--- src/rtl/aes_ctr_seq_if.sv ---
// Register bus between a host and the AES-CTR sequencer.
// There is no separate request strobe: any cycle with write=1 is a write.
// rdata and error are combinational replies to the current addr/write/wdata.
interface aes_ctr_seq_if #(
    parameter int ADDR_WIDTH = 32,
    parameter int DATA_WIDTH = 32
);
    logic [ADDR_WIDTH-1:0] addr;
    logic                  write;
    logic [DATA_WIDTH-1:0] wdata;
    logic [DATA_WIDTH-1:0] rdata;
    logic                  ready;
    logic                  error;

    // Sequencer side
    modport in  (input addr, write, wdata, output rdata, ready, error);
    // Host side
    modport out (output addr, write, wdata, input rdata, ready, error);
endinterface

--- src/rtl/aes_ctr_seq.sv ---
// AES counter-mode sequencer. It runs an external AES core over up to
// NUM_BLOCKS 128-bit plaintext blocks per start command, writes PT ^ keystream
// into the CT buffer and steps the 128-bit counter once per block.
module aes_ctr_seq #(
    parameter int ADDR_WIDTH = 32,
    parameter int DATA_WIDTH = 32,
    parameter int KEY_WIDTH  = 192,
    parameter int NUM_BLOCKS = 4,
    parameter int TIMEOUT    = 64
) (
    input  logic                 clk_i,
    input  logic                 rst_ni,
    input  logic [KEY_WIDTH-1:0] key_in,
    aes_ctr_seq_if.in            external_bus_io,
    output logic                 core_start_o,
    output logic [127:0]         core_ctr_o,
    output logic [KEY_WIDTH-1:0] core_key_o,
    input  logic [127:0]         core_ks_i,
    input  logic                 core_valid_i,
    output logic                 irq_o
);
    localparam int TW = $clog2(TIMEOUT + 1);

    typedef enum logic [2:0] {IDLE, ISSUE, WAIT, STORE, DONE} state_e;

    state_e                       state_q, state_d;
    logic [127:0]                 ctr_q, ctr_d;
    logic [127:0]                 ks_q, ks_d;
    logic [NUM_BLOCKS-1:0][127:0] pt_q, pt_d;
    logic [NUM_BLOCKS-1:0][127:0] ct_q, ct_d;
    logic [4:0]                   nblk_q, nblk_d;
    logic [4:0]                   idx_q, idx_d;
    logic [4:0]                   bdone_q, bdone_d;
    logic [TW-1:0]                tmo_q, tmo_d;
    logic                         done_q, done_d;
    logic                         err_q, err_d;
    logic                         irq_en_q, irq_en_d;
    logic                         irq_q, irq_d;

    // Word j of a 128-bit value; j=0 is the most significant word.
    function automatic logic [31:0] word_of(input logic [127:0] v, input logic [1:0] j);
        return v[32*(3-int'(j)) +: 32];
    endfunction

    // ---------------- bus decode ----------------
    logic [ADDR_WIDTH-1:0] addr;
    logic [DATA_WIDTH-1:0] wdata;
    logic [DATA_WIDTH-1:0] rdata;
    logic                  wr, wr_ok, bus_err, busy;
    logic [7:0]            widx;
    logic [3:0]            blk;
    logic [1:0]            wsel;
    logic                  blk_ok, is_ctrl, is_stat, is_ctr, is_pt, is_ct;
    logic                  unused_addr;

    assign addr        = external_bus_io.addr;
    assign wdata       = external_bus_io.wdata;
    assign wr          = external_bus_io.write;
    assign unused_addr = ^{addr[ADDR_WIDTH-1:10], addr[1:0]};

    assign busy    = (state_q != IDLE);
    assign widx    = addr[9:2];
    assign blk     = widx[5:2];
    assign wsel    = widx[1:0];
    assign blk_ok  = ({1'b0, blk} < 5'(NUM_BLOCKS));
    assign is_ctrl = (widx == 8'd0);
    assign is_stat = (widx == 8'd1);
    assign is_ctr  = (widx[7:2] == 6'd1);
    assign is_pt   = (widx[7:6] == 2'b01) && blk_ok;
    assign is_ct   = (widx[7:6] == 2'b10) && blk_ok;

    // A start, counter write or PT write while running is refused; the
    // whole write (including any abort/irq_en bits riding along) is dropped.
    assign bus_err = busy && wr && ((is_ctrl && wdata[0]) || is_ctr || is_pt);
    assign wr_ok   = wr && !bus_err;

    assign external_bus_io.ready = 1'b1;
    assign external_bus_io.error = bus_err;
    assign external_bus_io.rdata = rdata;

    // Combinational read mux; the key has no read path at all.
    always_comb begin
        rdata = '0;
        if (is_ctrl) begin
            rdata[2] = irq_en_q;
        end else if (is_stat) begin
            rdata[0]    = busy;
            rdata[1]    = done_q;
            rdata[2]    = err_q;
            rdata[12:8] = bdone_q;
        end else if (is_ctr) begin
            rdata = word_of(ctr_q, wsel);
        end else if (is_pt) begin
            for (int i = 0; i < NUM_BLOCKS; i++)
                if (blk == 4'(i)) rdata = word_of(pt_q[i], wsel);
        end else if (is_ct) begin
            for (int i = 0; i < NUM_BLOCKS; i++)
                if (blk == 4'(i)) rdata = word_of(ct_q[i], wsel);
        end
    end

    // Next-state: bus writes first, then FSM updates so FSM sets win over W1C.
    always_comb begin
        state_d  = state_q;
        ctr_d    = ctr_q;
        ks_d     = ks_q;
        pt_d     = pt_q;
        ct_d     = ct_q;
        nblk_d   = nblk_q;
        idx_d    = idx_q;
        bdone_d  = bdone_q;
        tmo_d    = tmo_q;
        done_d   = done_q;
        err_d    = err_q;
        irq_en_d = irq_en_q;

        if (wr_ok) begin
            if (is_ctrl) irq_en_d = wdata[2];
            if (is_stat) begin
                if (wdata[1]) done_d = 1'b0;
                if (wdata[2]) err_d  = 1'b0;
            end
            if (is_ctr) ctr_d[32*(3-int'(wsel)) +: 32] = wdata;
            if (is_pt) begin
                for (int i = 0; i < NUM_BLOCKS; i++)
                    if (blk == 4'(i)) pt_d[i][32*(3-int'(wsel)) +: 32] = wdata;
            end
        end

        if (busy && wr_ok && is_ctrl && wdata[1]) begin
            // Abort: drop the block in flight, keep everything already stored.
            state_d = IDLE;
        end else begin
            unique case (state_q)
                IDLE: begin
                    if (wr_ok && is_ctrl && wdata[0] && !wdata[1]) begin
                        if (wdata[12:8] != 5'd0 && wdata[12:8] <= 5'(NUM_BLOCKS)) begin
                            nblk_d  = wdata[12:8];
                            bdone_d = '0;
                            done_d  = 1'b0;
                            idx_d   = '0;
                            state_d = ISSUE;
                        end else begin
                            err_d = 1'b1;
                        end
                    end
                end
                ISSUE: begin
                    tmo_d   = '0;
                    state_d = WAIT;
                end
                WAIT: begin
                    if (core_valid_i) begin
                        ks_d    = core_ks_i;
                        state_d = STORE;
                    end else if (tmo_q == TW'(TIMEOUT - 1)) begin
                        err_d   = 1'b1;
                        state_d = IDLE;
                    end else begin
                        tmo_d = tmo_q + 1'b1;
                    end
                end
                STORE: begin
                    for (int i = 0; i < NUM_BLOCKS; i++)
                        if (idx_q == 5'(i)) ct_d[i] = pt_q[i] ^ ks_q;
                    ctr_d   = ctr_q + 128'd1;
                    bdone_d = bdone_q + 5'd1;
                    idx_d   = idx_q + 5'd1;
                    state_d = (idx_q + 5'd1 == nblk_q) ? DONE : ISSUE;
                end
                DONE: begin
                    done_d  = 1'b1;
                    state_d = IDLE;
                end
                default: state_d = IDLE;
            endcase
        end
    end

    // irq follows the next-cycle status so it rises and falls with the bits.
    assign irq_d = irq_en_d & (done_d | err_d);

    // State and datapath registers.
    always_ff @(posedge clk_i or negedge rst_ni) begin
        if (!rst_ni) begin
            state_q  <= IDLE;
            ctr_q    <= '0;
            ks_q     <= '0;
            pt_q     <= '0;
            ct_q     <= '0;
            nblk_q   <= '0;
            idx_q    <= '0;
            bdone_q  <= '0;
            tmo_q    <= '0;
            done_q   <= 1'b0;
            err_q    <= 1'b0;
            irq_en_q <= 1'b0;
            irq_q    <= 1'b0;
        end else begin
            state_q  <= state_d;
            ctr_q    <= ctr_d;
            ks_q     <= ks_d;
            pt_q     <= pt_d;
            ct_q     <= ct_d;
            nblk_q   <= nblk_d;
            idx_q    <= idx_d;
            bdone_q  <= bdone_d;
            tmo_q    <= tmo_d;
            done_q   <= done_d;
            err_q    <= err_d;
            irq_en_q <= irq_en_d;
            irq_q    <= irq_d;
        end
    end

    assign core_start_o = (state_q == ISSUE);
    assign core_ctr_o   = ctr_q;
    assign core_key_o   = key_in;
    assign irq_o        = irq_q;
endmodule

--- src/flat_wrapper.sv ---
// flat-port wrapper written by rule: the top's interface ports become plain ports
module aes_ctr_seq_flat 
#(
    parameter int ADDR_WIDTH = 32,
    parameter int DATA_WIDTH = 32,
    parameter int KEY_WIDTH  = 192,
    parameter int NUM_BLOCKS = 4,
    parameter int TIMEOUT    = 64
)
  (clk_i, rst_ni, key_in, core_start_o, core_ctr_o, core_key_o, core_ks_i, core_valid_i, irq_o, external_bus_io_addr, external_bus_io_write, external_bus_io_wdata, external_bus_io_rdata, external_bus_io_ready, external_bus_io_error);
  aes_ctr_seq_if #(.ADDR_WIDTH(ADDR_WIDTH), .DATA_WIDTH(DATA_WIDTH)) external_bus_io_i ();
  input  logic clk_i;
  input  logic rst_ni;
  input  logic [KEY_WIDTH-1:0] key_in;
  output logic core_start_o;
  output logic [127:0] core_ctr_o;
  output logic [KEY_WIDTH-1:0] core_key_o;
  input  logic [127:0] core_ks_i;
  input  logic core_valid_i;
  output logic irq_o;
  input wire logic [$bits(external_bus_io_i.addr)-1:0] external_bus_io_addr;
  input wire logic [$bits(external_bus_io_i.write)-1:0] external_bus_io_write;
  input wire logic [$bits(external_bus_io_i.wdata)-1:0] external_bus_io_wdata;
  output wire logic [$bits(external_bus_io_i.rdata)-1:0] external_bus_io_rdata;
  output wire logic [$bits(external_bus_io_i.ready)-1:0] external_bus_io_ready;
  output wire logic [$bits(external_bus_io_i.error)-1:0] external_bus_io_error;
  assign external_bus_io_i.addr = external_bus_io_addr;
  assign external_bus_io_i.write = external_bus_io_write;
  assign external_bus_io_i.wdata = external_bus_io_wdata;
  assign external_bus_io_rdata = external_bus_io_i.rdata;
  assign external_bus_io_ready = external_bus_io_i.ready;
  assign external_bus_io_error = external_bus_io_i.error;
  aes_ctr_seq #(.ADDR_WIDTH(ADDR_WIDTH), .DATA_WIDTH(DATA_WIDTH), .KEY_WIDTH(KEY_WIDTH), .NUM_BLOCKS(NUM_BLOCKS), .TIMEOUT(TIMEOUT)) u_core (.clk_i(clk_i), .rst_ni(rst_ni), .key_in(key_in), .external_bus_io(external_bus_io_i), .core_start_o(core_start_o), .core_ctr_o(core_ctr_o), .core_key_o(core_key_o), .core_ks_i(core_ks_i), .core_valid_i(core_valid_i), .irq_o(irq_o));
endmodule
--- config.mk ---
export PLATFORM = sky130hd
export DESIGN_NAME = aes_ctr_seq_flat
export DESIGN_NICKNAME = d
export VERILOG_FILES = /design/src/rtl/aes_ctr_seq_if.sv /design/src/rtl/aes_ctr_seq.sv /design/src/flat_wrapper.sv
export SDC_FILE = /design/constraint.sdc
export NUM_CORES = 2
export LEC_CHECK = 0
export CAP_MARGIN = 20
export CORE_UTILIZATION = 50
export DETAILED_ROUTE_END_ITERATION = 10
export PLACE_DENSITY_LB_ADDON = 0.3
export SLEW_MARGIN = 20
export SYNTH_ARGS = -nofsm -noshare
export SYNTH_HDL_FRONTEND = slang
export SYNTH_SLANG_ARGS = --single-unit
--- constraint.sdc ---
create_clock -name clk_i -period 7.4 [get_ports clk_i]
set_clock_uncertainty 0.2 [all_clocks]
set_input_delay 1.48 -clock clk_i [delete_from_list [all_inputs] [get_ports clk_i]]
set_output_delay 1.48 -clock clk_i [all_outputs]
set_load 0.02 [all_outputs]
Yosys cells after proc, flatten, opt, wreduce, memory -nomap -nowiden
Cells that the tools add are included.

Muxes and demuxes: 59. Equality and inequality tests: 23. $lt $le $gt $ge: 2. Reduce and logical (&&, ||, !) cells: 38. Shift operators: 11. $add $sub $neg: 6. Bitwise operators: 7.

Operators by type and width (count): variable part select 128 x 32 -> 32 bit (9); bitwise mux 128 bit (5); 2-to-1 mux 128 bit (4); XOR 128 bit (4); 2-to-1 mux 32 bit (11); adder 128 x 1 -> 128 bit, second input constant (1); variable shift 32 x 33 -> 128 bit, first input constant (1); variable part select 32 x 33 -> 128 bit (1); negator 32 -> 33 bit (1); AND reduction 3 bit (10); 2-to-1 mux 29 bit (1); 2-to-1 mux 3 bit (7); 2-to-1 mux 5 bit (4); one-hot mux 5 bit (2 select lines) (2); 2-to-1 mux 19 bit (1); 2-to-1 mux 1 bit (17); 2-to-1 mux 7 bit (2); one-hot mux 7 bit (2 select lines) (1); logical AND 1 bit (13); one-hot mux 3 bit (4 select lines) (1); AND reduction 4 bit (3); adder 5 x 1 -> 5 bit, second input constant (2); == test 5 x 2 -> 1 bit, second input constant (2); == test 4 x 2 -> 1 bit, second input constant (2); other kinds (33) (41).

Input port bits: 388. Output and inout bits: 356. Bits in registers: 1309.

Depth between registers and ports, before layout
Depth after elaboration: 15. Gate-level depth with buffers: 18. Gate-level depth less buffers: 9.

Worst setup path before layout
OpenSTA, ideal clock, no wires.

Kind: input-to-output. Start point: input port external_bus_io_addr[3]. End point: output port external_bus_io_rdata[15]. Arrival: 4.881 ns. Stages on the path: 13. Path slack: 0.839 ns. Required time: 5.720 ns. Cell sequence: buf_2 > buf_1 > clkbuf_1 > clkbuf_1 > buf_1 > inv_1 > ha_1 > nor4b_1 > and2_1 > clkbuf_1 > nor2_1 > o21ai_0 > nor4_1.

Longest elaborated chain between the ends: 11. Elaborated cells between the ends (all ways): 25.

RTL lines: from (decl) (RTL line flat_wrapper.sv:21) `input wire logic [$bits(external_bus_io_i.addr)-1:0] external_bus_io_addr;`; subtractor 2 x 2 -> 3 bit (RTL line aes_ctr_seq.sv:42) `return v[32*(3-int'(j)) +: 32];`; variable part select 128 x 32 -> 32 bit (RTL line aes_ctr_seq.sv:42); 2-to-1 mux 32 bit (4 in a row) (RTL line aes_ctr_seq.sv:98) `if (blk == 4'(i)) rdata = word_of(ct_q[i], wsel);`; 2-to-1 mux 32 bit (RTL line aes_ctr_seq.sv:96) `end else if (is_ct) begin`; 2-to-1 mux 32 bit (RTL line aes_ctr_seq.sv:93) `end else if (is_pt) begin`; 2-to-1 mux 32 bit (RTL line aes_ctr_seq.sv:91) `end else if (is_ctr) begin`; 2-to-1 mux 19 bit (RTL line aes_ctr_seq.sv:86) `end else if (is_stat) begin`; 2-to-1 mux 29 bit * (RTL line aes_ctr_seq.sv:84) `if (is_ctrl) begin`; to (decl) (RTL line flat_wrapper.sv:24) `output wire logic [$bits(external_bus_io_i.rdata)-1:0] external_bus_io_rdata;`.

Mark *: on every way between the ends. The rest lies on a longest branch, timed or not.

Worst setup path in the final report
Start point: input port external_bus_io_addr[2]. End point: output port external_bus_io_rdata[13].

Same word-level chain as after synthesis.

==> summary.md <==
| Metric | Value |
|---|---|
| Maxcap violations | `0` |
| CP most frequent cell | `o21ai_0` |
| Final wirelength | `235 mm` |
| Htree depth | `4` |
| Placed cell count | `7972` |
| DR vias/cell | `6.36` |
| Die area | `0.135 sq mm` |
| Cts bufs inserted | `140` |
| Initial antenna violation count | `17` |
| DRT iter0 DRCs | `6903` |
| Critical Path Fanout Max | `87` |
| CTS clk-pin slew, worst paths | `0.06 ns` |
| Peak VDD IR | `260 uV` |
| Worst-Skew Late Latency | `0.79 ns` |
| Period minus WS final | `6.66 ns` |
| Switching portion of total power | `0.330` |
| Crit path launch type | `primary input` |
| EDFF count, synth | `0` |
| Setup TNS | `0 ns` |
| Final number of max-transition violations | `0` |
| GP Congestion | `0.995` |
| Outcome | `completed` |
| CTS sink count | `1309` |
| Final core utilization | `0.567` |
| Seq cells post-synth | `1309` |
| WHS | `0.276 ns` |
| Avg Cell Area, Syn | `10.3 sq um` |
| Required @ worst endpoint | `5.72 ns` |
| Hold buffer count at CTS | `0` |
| Global-route wire length before repair | `345 mm` |
| # IOs | `744` |
| Rel. slew slack | `0.189` |
| Worst-margin pin slew | `1.22 ns` |
| Share of layout cells above drive strength 1 | `0.136` |
| HPWL after detailed placement | `160 mm` |
| Static Leak | `30.4 nW` |
| DR WL/cell | `28.6 um` |
| Die Y | `367 um` |
| Pre-antenna DRT Iters | `7` |
| CTS-repair resized insts | `0` |
| # setup viols final | `0` |
| Most common cell after layout, fill and taps aside | `dfrtp_1` |
| CP arrival | `4.98 ns` |
| CTS root buffer | `clkbuf_16` |
| Hold Crit Class | `flip-flop to flip-flop` |
| Tot GR Track Use | `0.349` |
| Critical path class | `primary input to output port` |
| Post-route ant nets | `0` |
| Fmax | `150 MHz` |
| Share of total power in combinational logic | `0.233` |
| RSZ-0062 raised after global routing | `no` |
| Grt ovf | `0` |
| Async set-reset flop share out of synthesis | `1.00` |
| Power, Total | `0.0231 W` |
| Syn. warnings | `0` |
| Mapped Nets | `6885` |
| Reg power frac | `0.458` |
| Layout Cells excl Fill | `8220` |
| Chip width | `367 um` |
| Vias in the first global route | `51000` |
| Flop2flop setup slack | `3.14 ns` |
| FP Rows | `133` |
| Synth cell types | `71` |
| Most frequent cells in the layout | `dfrtp_1, nand2_1, o21ai_0` |
| Synth Instances | `6484` |
| Crit. End Element | `output port` |
| Cell internal pwr | `0.0155 W` |
| NetSw | `0.00763 W` |
| DR DRC count | `0` |
| Via count | `52300` |
| Mapped Area | `0.0665 sq mm` |
| Fin crit share | `0.900` |
| Worst path cell trace | `buf_8, buf_12, mux4_2, inv_1, o21ai_0, a32oi_1, o21ai_0, clkdlybuf4s50_1` |
| IO buf count | `334` |
| Clock power share | `0.309` |
| Critical path's largest stage delay | `0.83 ns` |
| CTS tree | `built` |
| Hold Path Stages | `2` |
| Post-synthesis sequential area ratio | `0.492` |
| Pin count of the biggest net entering global routing | `181` |
| Slowest CP cell | `o21ai_0` |
| Nets | `6760` |
| Area Growth Syn to Fin | `12.2%` |
| PwrDens | `309 mW/mm^2` |
| Filler Cell Count | `11200` |
| Clock Tree Buf Depth | `3` |
| Post-CTS setup buffer count | `0` |
| Core Area | `0.132 sq mm` |
| R2r worst-path depth | `7` |
| Top FF cell, synth | `dfrtp_1` |
| Initial core utilization | `0.505` |
| Final Hold Viols | `0` |
[logic make-up after synthesis]
family	after synthesis	share of synthesized area
AO/OA/AOI/OAI	1455	0.120
XOR/XNOR	558	0.0734
adder cells (fa/ha/maj)	13	0.00244
buffers and inverters	760	0.0552
flip-flops	1309	0.492
multiplexers	499	0.135
other	1	0.0000564
AND/OR/NAND/NOR	1889	0.122
[routing by layer]
layer	track usage	up-vias	wire (um)	share of wire
met1	0.471	26100	91500	0.39
met2	0.498	3296	100000	0.43
li1	-	22100	-	-
met4	0.175	18	13300	0.057
met3	0.123	729	29800	0.13
met5	0	-	129	0.00055
[worst max-delay path: cells and delay by family]
| family | cells | cell delay (ns) |
|---|---|---|
| buffers and inverters | 4 | 1.88 |
| AOI/OAI and AO/OA | 3 | 1.15 |
| muxes | 1 | 0.36 |
[power groups by stage]
stage          registers [W]  clock network [W]  logic [W]
3_5_place_dp          0.0106                  0    0.00529
5_1_grt               0.0107            0.00746    0.00585
4_1_cts               0.0105            0.00719    0.00534
6_report              0.0106            0.00714    0.00538
2_1_floorplan        0.00950                  0    0.00443
3_3_place_gp          0.0106                  0    0.00516
[worst paths after layout]
| check | from | end |
|---|---|---|
| max reg2reg | u_core.core_ctr_o[27]$_DFF_PN0_ | u_core.core_ctr_o[107]$_DFF_PN0_ |
| max | external_bus_io_addr[2] | external_bus_io_rdata[13] |
| min | u_core.ct_q[63]$_DFFE_PN0P_ | u_core.ct_q[63]$_DFFE_PN0P_ |
| min in group asynchronous | rst_ni | u_core.core_ctr_o[86]$_DFF_PN0_ |
| min reg2reg | u_core.ct_q[63]$_DFFE_PN0P_ | u_core.ct_q[63]$_DFFE_PN0P_ |
| max in group asynchronous | rst_ni | u_core.ks_q[99]$_DFFE_PN0P_ |
[cell type report]
class | instances | area [sq um] | share of cell area
inverters | 31 | 116 | 0.00156
well taps | 1755 | 2200 | 0.0294
repair buffers | 462 | 4690 | 0.0628
clock buffers | 201 | 4080 | 0.0546
diodes | 4 | 10.0 | 0.000134
flip-flops and latches | 1309 | 32800 | 0.439
clock inverters | 43 | 544 | 0.00729
multi-input cells | 4415 | 30300 | 0.406
[flip-flops by register name, summed over array words and instances, names as in the netlist]
signal / count
u_core.bdone_q: 5
u_core.core_ctr_o: 128
u_core.ct_q: 512
u_core.done_q: 1
u_core.err_q: 1
u_core.idx_q: 5
u_core.irq_en_q: 1
u_core.irq_o: 1
u_core.ks_q: 128
u_core.nblk_q: 5
u_core.pt_q: 512
u_core.state_q: 3
u_core.tmo_q: 7
[cells in the mapped netlist (all sizes together), types with 6 or more instances]
library cell / n / area share
and2: 20 / 0.0019
a221oi: 38 / 0.0051
a32o: 12 / 0.0018
nand2b: 15 / 0.0014
o221ai: 18 / 0.0024
dfrtp: 1309 / 0.49
xnor2: 534 / 0.070
nor3: 81 / 0.0064
and3: 36 / 0.0034
a32oi: 6 / 0.00079
nor2: 301 / 0.017
ha: 13 / 0.0024
a21oi: 232 / 0.017
buf: 436 / 0.037
clkbuf: 293 / 0.017
nand2: 1178 / 0.066
o211ai: 10 / 0.0011
o21ai: 999 / 0.075
or3: 8 / 0.00075
nor2b: 20 / 0.0019
inv: 31 / 0.0017
mux2i: 31 / 0.0047
a211oi: 55 / 0.0062
nand4: 60 / 0.0057
a311oi: 7 / 0.00092
and4: 17 / 0.0022
nor4: 38 / 0.0041
mux4: 302 / 0.10
o22ai: 24 / 0.0023
or2: 12 / 0.0012
mux2: 166 / 0.028
nand3: 78 / 0.0059
a2bb2oi: 12 / 0.0016
xor2: 24 / 0.0032
[metrics by stage]
stage	cell area [sq um]	worst slack, ns
5_1_grt	74700	0.563
4_1_cts	74700	0.753
3_3_place_gp	70000	0.825
3_5_place_dp	70000	0.761
6_report	74700	0.742
2_1_floorplan	66500	0.839
No activity file was read; power rests on OpenSTA's default activity.
